[src/rtl/zjh_mux_scan.sv]
// zjh_mux_scan: registered N-channel x W-bit data selector with a valid/ready
// output stage. Direct mode picks the channel from Sel; scan mode walks the
// channels round-robin, taking one sample every DWELL cycles. Enable is
// active-low and, when high, clears the output stage and the scan sequencer.
module zjh_mux_scan #(
    parameter int CH_NUM = 4,
    parameter int WIDTH  = 8,
    parameter int SEL_W  = 2,
    parameter int DWELL  = 4
) (
    input  logic                      clk,
    input  logic                      rst_n,
    input  logic                      Enable,
    input  logic                      Mode,
    input  logic [SEL_W-1:0]          Sel,
    input  logic [CH_NUM*WIDTH-1:0]   DateIn,
    output logic [WIDTH-1:0]          DateOut,
    output logic [SEL_W-1:0]          ChOut,
    output logic                      out_valid,
    input  logic                      out_ready
);

    // Dwell counter is at least one bit wide so DWELL=1 still elaborates.
    localparam int CNT_W = (DWELL > 1) ? $clog2(DWELL) : 1;

    localparam logic [CNT_W-1:0] CNT_LAST = CNT_W'(DWELL - 1);
    localparam logic [SEL_W-1:0] CH_LAST  = SEL_W'(CH_NUM - 1);

    typedef enum logic [1:0] {
        ST_DISABLED   = 2'd0,
        ST_DIRECT     = 2'd1,
        ST_SCAN_COUNT = 2'd2,
        ST_SCAN_STALL = 2'd3
    } state_t;

    state_t             state_q,     state_d;
    logic [WIDTH-1:0]   data_q,      data_d;
    logic [SEL_W-1:0]   ch_q,        ch_d;
    logic               valid_q,     valid_d;
    logic [SEL_W-1:0]   scan_ch_q,   scan_ch_d;
    logic [CNT_W-1:0]   dwell_cnt_q, dwell_cnt_d;

    logic [WIDTH-1:0]   chan [CH_NUM];
    logic               free;
    logic [WIDTH-1:0]   sel_data;
    logic [WIDTH-1:0]   scan_data;
    logic [SEL_W-1:0]   scan_ch_next;

    // Unpack the flat input bus into one word per channel.
    always_comb begin
        for (int k = 0; k < CH_NUM; k++) begin
            chan[k] = DateIn[k*WIDTH +: WIDTH];
        end
    end

    // Channel lookup by compare rather than by index, so a Sel at or above
    // CH_NUM naturally yields zero data instead of an out-of-range read.
    always_comb begin
        sel_data  = '0;
        scan_data = '0;
        for (int k = 0; k < CH_NUM; k++) begin
            if (Sel == SEL_W'(k)) begin
                sel_data = chan[k];
            end
            if (scan_ch_q == SEL_W'(k)) begin
                scan_data = chan[k];
            end
        end
    end

    // Round-robin successor of the current scan channel.
    always_comb begin
        scan_ch_next = (scan_ch_q == CH_LAST) ? '0 : scan_ch_q + 1'b1;
    end

    // Next-state and output-stage logic for the selector/sequencer FSM.
    always_comb begin
        // NOTE: every signal gets a default before the case so that no path
        // through this block leaves a variable unassigned and infers a latch.
        free        = !valid_q || out_ready;
        state_d     = state_q;
        data_d      = data_q;
        ch_d        = ch_q;
        // An accept without a capture empties the slot; captures override.
        valid_d     = valid_q && !out_ready;
        scan_ch_d   = scan_ch_q;
        dwell_cnt_d = dwell_cnt_q;

        if (Enable) begin
            // Disabled wins over everything; a pending sample is dropped.
            state_d     = ST_DISABLED;
            data_d      = '0;
            ch_d        = '0;
            valid_d     = 1'b0;
            scan_ch_d   = '0;
            dwell_cnt_d = '0;
        end else begin
            unique case (state_q)
                ST_DISABLED: begin
                    // Leaving disable only picks the mode; sampling starts
                    // from the following edge with a fresh sequencer.
                    state_d     = Mode ? ST_SCAN_COUNT : ST_DIRECT;
                    scan_ch_d   = '0;
                    dwell_cnt_d = '0;
                end

                ST_DIRECT: begin
                    if (Mode) begin
                        state_d     = ST_SCAN_COUNT;
                        scan_ch_d   = '0;
                        dwell_cnt_d = '0;
                    end else if (free) begin
                        data_d  = sel_data;
                        ch_d    = Sel;
                        valid_d = 1'b1;
                    end
                end

                ST_SCAN_COUNT: begin
                    if (!Mode) begin
                        state_d     = ST_DIRECT;
                        scan_ch_d   = '0;
                        dwell_cnt_d = '0;
                    end else if (dwell_cnt_q == CNT_LAST) begin
                        if (free) begin
                            data_d      = scan_data;
                            ch_d        = scan_ch_q;
                            valid_d     = 1'b1;
                            scan_ch_d   = scan_ch_next;
                            dwell_cnt_d = '0;
                        end else begin
                            // Sequencer freezes until the consumer frees the slot.
                            state_d = ST_SCAN_STALL;
                        end
                    end else begin
                        dwell_cnt_d = dwell_cnt_q + 1'b1;
                    end
                end

                ST_SCAN_STALL: begin
                    if (!Mode) begin
                        state_d     = ST_DIRECT;
                        scan_ch_d   = '0;
                        dwell_cnt_d = '0;
                    end else if (free) begin
                        // Sample the live input now, not the value from when
                        // the stall began.
                        data_d      = scan_data;
                        ch_d        = scan_ch_q;
                        valid_d     = 1'b1;
                        scan_ch_d   = scan_ch_next;
                        dwell_cnt_d = '0;
                        state_d     = ST_SCAN_COUNT;
                    end
                end

                default: begin
                    state_d = ST_DISABLED;
                end
            endcase
        end
    end

    // State and output registers with synchronous active-low reset.
    always_ff @(posedge clk) begin
        // NOTE: flops take non-blocking assignments so every register samples
        // the pre-edge values of the others, independent of statement order.
        if (!rst_n) begin
            state_q     <= ST_DISABLED;
            data_q      <= '0;
            ch_q        <= '0;
            valid_q     <= 1'b0;
            scan_ch_q   <= '0;
            dwell_cnt_q <= '0;
        end else begin
            state_q     <= state_d;
            data_q      <= data_d;
            ch_q        <= ch_d;
            valid_q     <= valid_d;
            scan_ch_q   <= scan_ch_d;
            dwell_cnt_q <= dwell_cnt_d;
        end
    end

    assign DateOut   = data_q;
    assign ChOut     = ch_q;
    assign out_valid = valid_q;

endmodule

[config.mk]
export PLATFORM = sky130hd
export DESIGN_NAME = zjh_mux_scan
export DESIGN_NICKNAME = d
export VERILOG_FILES = /design/src/rtl/zjh_mux_scan.sv
export SDC_FILE = /design/constraint.sdc
export NUM_CORES = 1
export LEC_CHECK = 0
export ABC_AREA = 1
export ABC_CLOCK_PERIOD_IN_PS = 2190
export CAP_MARGIN = 25
export CORE_MARGIN = 2
export CORE_UTILIZATION = 52
export CTS_BUF_LIST = sky130_fd_sc_hd__clkbuf_2
export CTS_CLUSTER_SIZE = 40
export DETAILED_ROUTE_END_ITERATION = 8
export GPL_TIMING_DRIVEN = 0
export PLACE_DENSITY_LB_ADDON = 0.15
export SLEW_MARGIN = 20
export SYNTH_ARGS = -nofsm -noshare
export SYNTH_HDL_FRONTEND = slang
export SYNTH_SLANG_ARGS = --single-unit
export TNS_END_PERCENT = 20
[constraint.sdc]
create_clock -name clk -period 2.19 [get_ports clk]
set_input_delay 0.438 -clock clk [delete_from_list [all_inputs] [get_ports clk]]
set_output_delay 0.438 -clock clk [all_outputs]
set_load 0.005 [all_outputs]
======== After elaboration in Yosys (flattened, before gate mapping) ========
Cells that the tools add are included.
storage, ports and cells
  register bits ........................... 17
  bits of input ports ..................... 39
  output and inout port bits .............. 11
  word-level logic and storage cells ...... 88
operators by class
  $add $sub $neg .......................... 2
  equality and inequality tests ........... 19
  multiplexer cells ....................... 48
  bitwise logic cells ..................... 1
  reductions and logical operators ........ 12
operators with widths
  operator                                              number
  2-to-1 mux 8 bit                                      14
  2-to-1 mux 2 bit                                      23
  case mux 2 bit (4 select lines)                       3
  case mux 8 bit (3 select lines)                       1
  equality test 2 bit (second input constant)           7
  != test 2 bit (second input constant)                 6
  != test 3 bit (second input constant)                 3
  equality test 2 x 1 -> 1 bit (second input constant)  3
  logical NOT 2 bit                                     3
  case mux 2 bit (3 select lines)                       1
  AND reduction 6 bit                                   1
  2-to-1 mux 1 bit                                      5
  adder 2 x 1 -> 2 bit (second input constant)          2
  AND reduction 4 bit                                   1
  case mux 1 bit (3 select lines)                       1
  nonzero test 3 bit                                    1
  logical NOT 1 bit                                     2
  AND reduction 2 bit                                   1
  OR reduction 2 bit                                    1
  logical AND 1 bit                                     1
  logical OR 1 bit                                      1
  inverter 1 bit                                        1

======== Depth between registers and ports, before layout ========
  depth in word-level cells ............... 9
  depth in mapped cells ................... 11
  mapped depth without buffers ............ 10

======== Worst setup path after synthesis ========
Ideal clock, no wire load.
  path type ............................... reg2reg
  from .................................... register state_q[0]
  to ...................................... register data_q[0], in the netlist DateOut[0]
  setup time .............................. 0.115 ns
  data arrival time ....................... 1.335 ns
  data required time ...................... 2.075 ns
  path slack .............................. 0.741 ns
  stages on the path, launching flop included .. 12
  buffers on the path ..................... 1
  clock period less this slack ............ 1.449 ns
  cells stage by stage .................... dfxtp_1 inv_1 ha_1 inv_2 nand2_4 nand2_1 nand2_1 nor2_4 buf_6 nand2_1 nor2_1 nor2_1
between the ends
  cells in the longest elaborated chain, start to end .. 3
  elaborated cells on any way between the ends .. 11
  those cells by class .................... 8 x eq/ne; 1 x mux; 2 x reduce/logical
ends and longest elaborated chain
  what                                                                         RTL line  RTL
  from (decl)                                                                  36        state_t state_q, state_d;
  from (signal assigned)                                                       176       state_q <= state_d;
  equality test 2 bit / equality test 2 x 1 -> 1 bit (equally long branches)   98        unique case (state_q)
  != test 2 bit (no source line) / nonzero test 3 bit (equally long branches)  --
  AND reduction 6 bit (no source line)                                         --
  to (signal assigned)                                                         177       data_q <= data_d;
  to (decl)                                                                    37        logic [WIDTH-1:0] data_q, data_d;
Several ways; a longest one is shown, not always the timed one.
A chain may end at the register's enable or synchronous reset.

======== Worst setup path after layout ========
  from .................................... register state_q[0]
  to ...................................... register data_q[6], in the netlist DateOut[6]
Same word-level chain as after synthesis.

==> flow_summary.json <==
{
  "run_status": "finished, final reports clean",
  "post_layout_total_power_uw": 892,
  "cts_tree": "built",
  "power_leakage_uw": 0.000965,
  "post-cts-setup-buffers": 0,
  "cp_launch_type": "register",
  "yosys_register_bits": 17,
  "synthesis.nets": 328,
  "synth_edf_count": 0,
  "total_global_route_track_usage_pct": 26.1,
  "worst-endpoint-required_ps": 2420,
  "wire_length_of_the_first_global_routing_pass_um": 7110,
  "multi_input_comb_area_um2": 1080,
  "n_fill_cell": 299,
  "cts-hold-fix-buffers": 0,
  "reg2reg_slack_ps": 470,
  "grt_overflow": 0,
  "syn2layout_area_growth_pct": 33.6,
  "critical_path.endpoint_type": "register",
  "detail_route.wirelength_um": 4280,
  "yosysSeqAreaShare_pct": 21.5,
  "totalNegativeSetupSlack_ps": 0,
  "number_of_violations_of_the_max_capacitance_limit": 0,
  "numCtsBuffers": 3,
  "timing.final.max_slew_violations": 0,
  "hold_end": "scan_ch_q[1]$_SDFFE_PP0P_",
  "ys.warnings.count": 0,
  "grt_start_max_net_pins": 11,
  "min_path_cells": 5,
  "die_outline_area_um2": 3500,
  "insertion_delay_ps": 330,
  "power.density_cell_area_nw_per_um2": 422,
  "setup_ws_ps": 473,
  "dp_hpwl_um": 3530,
  "core-area_um2": 2980,
  "synth-main-ff-cell": "dfxtp_1",
  "worst_ir_drop_vdd_mv": 0.336,
  "path_clk_slew_ps": 190,
  "syn_area_um2": 1580,
  "num_rows": 20,
  "path_max_fanout": 10,
  "worstMarginPinSlew_ps": 332,
  "final_hold_vio_count": 0,
  "cp.arrival_ps": 1940,
  "r2r_cells": 11,
  "n_antenna_cell": 0,
  "period_needed_ps": 1720,
  "r2r_end": "DateOut[6]$_SDFFE_PP0P_",
  "proportion_of_synthesized_flip_flops_having_asynchronous_set_or_reset_pct": 0,
  "synthesis.instances": 280,
  "drt_iter0_markers": 116,
  "slew_headroom_pct": 77.8,
  "ctsHtreeMaxLevel": 1,
  "fin_crit_sh_pct": 78.4,
  "cts.repair.resized": 0,
  "critPathKind": "register to register",
  "final-setup-viol-count": 0,
  "min_from": "Mode",
  "fp.dieW_um": 59.2,
  "final_cell_area_um2": 2110,
  "maximum_clock_path_buffer_count": 2,
  "dieHeight_um": 59.2,
  "initial_core_util_pct": 53.2,
  "antenna_found_initial": 0,
  "grt_pass1_vias": 1757,
  "place_inst": 360,
  "wl_per_cell_um": 11.8,
  "remaining_drc_errors": 0,
  "drt-pass1-iter-count": 4,
  "dpl_cell_area_um2": 2090,
  "avgViaCountPerCell": 5.26,
  "dr_total_vias": 1914,
  "rsz0062_at_grt": "false",
  "synth_area_per_cell_um2": 5.65,
  "preCtsSetupSlack_ps": 410,
  "finish.cell_count_without_fillers": 364,
  "boundaryPins": 50,
  "fmax_mhz": 583,
  "timing.clock.skew_ps": 27.3,
  "synthDistinctLibCells": 24,
  "finish.net_count": 380,
  "rr_startpoint": "state_q[0]$_SDFFE_PP0P_",
  "drt.antenna.violating_nets": 0,
  "clk_sinks": 17,
  "ctsRootBufferMaster": "clkbuf_2",
  "regArea_um2": 340,
  "final_layout_size_suffix_gt1_share_pct": 7.85,
  "path_class_of_the_lowest_slack_min_delay_path": "input port to register",
  "portBuffers": 47,
  "finalWeightedCongestion": 0.895
}
==> synth_stat cells (2+ instances only) <==
library cell / instances / area share (%)
nor2_1: 52 / 12
inv_2: 3 / 0.71
a21oi_1: 19 / 6.0
nor2_2: 3 / 1.2
o21ai_0: 22 / 7.0
ha_1: 9 / 7.1
inv_1: 17 / 4.0
o21ai_1: 9 / 2.8
buf_2: 6 / 1.9
nand3_1: 29 / 9.2
buf_6: 2 / 1.4
nand2_1: 79 / 19
dfxtp_1: 17 / 22
buf_4: 3 / 1.4
==> state kept, by name (all words and copies together) (netlist names) <==
name	count
out_valid	1
state_q	2
dwell_cnt_q	2
scan_ch_q	2
ChOut	2
DateOut	8
==> worst max-delay path by stage <==
stage / endpoint / from / slack, ps
global route: DateOut[4]$_SDFFE_PP0P_ / state_q[0]$_SDFFE_PP0P_ / 310
detailed placement: DateOut[3]$_SDFFE_PP0P_ / Sel[1] / 410
finish: DateOut[6]$_SDFFE_PP0P_ / state_q[0]$_SDFFE_PP0P_ / 470
global placement: DateOut[3]$_SDFFE_PP0P_ / Sel[1] / 450
CTS: DateOut[6]$_SDFFE_PP0P_ / state_q[0]$_SDFFE_PP0P_ / 490
floorplan: DateOut[0]$_SDFFE_PP0P_ / state_q[0]$_SDFFE_PP0P_ / 740
==> cell type report <==
class	instances	share of cell area, %
clock inverter	1	0.237
tap	33	1.95
multi-input combinational	230	51.2
sequential	17	16.1
inverter	20	3.55
clock buffer	3	0.710
timing repair buffer	47	22.2
buffer	13	3.96
==> critical path: stages (launching register included) <==
cell	delay [ps]
dfxtp_1	420
inv_1	100
ha_1	270
inv_2	100
nand2_4	80
nand2_1	70
nand2_1	80
nor2_4	110
buf_6	140
nand2_1	60
nor2_1	130
nor2_1	50
==> placed cells by master (no fill, tap or decap), types with 2 or more instances in the layout <==
cell type and n:
nand2_1 79, nor2_1 52, clkdlybuf4s50_1 47, nand3_1 29, o21ai_0 22, a21oi_1 19
dfxtp_1 17, inv_1 17, o21ai_1 9, ha_1 9, buf_2 6, clkbuf_2 4
buf_4 3, inv_2 3, nor2_2 3, buf_6 2
==> layer usage <==
metal	part of all wire, %	GRT usage (%)	vias up	wire, µm
met2	51	49.0	37	2180
met4	1.5	7.14	0	65
li1	-	-	1003	-
met3	3.5	3.49	8	149
met5	0	0	-	0
met1	44	30.7	866	1890
==> cells by family after synthesis <==
group | share of synthesized area [%]
fa+ha+maj | 7.11
compound gates | 16.3
buf+inv | 10.0
flops | 21.5
simple gates | 45.1
==> where the power goes <==
group	leakage [µW]	total (µW)	internal, µW	switching, µW
registers	0.000138	340	328	11.9
clock network	0.0000164	151	41.3	110
logic	0.000810	402	190	211
total	0.000965	892	559	333
==> per-stage QoR <==
step | util [%] | hold slack, ps
finish | 71.0 | 481
global route | 71.0 | 501
CTS | 71.0 | 482
detailed placement | 70.3 | 471
global placement | 70.3 | 457
floorplan | - | 442
(Power assumes the default switching activity.)
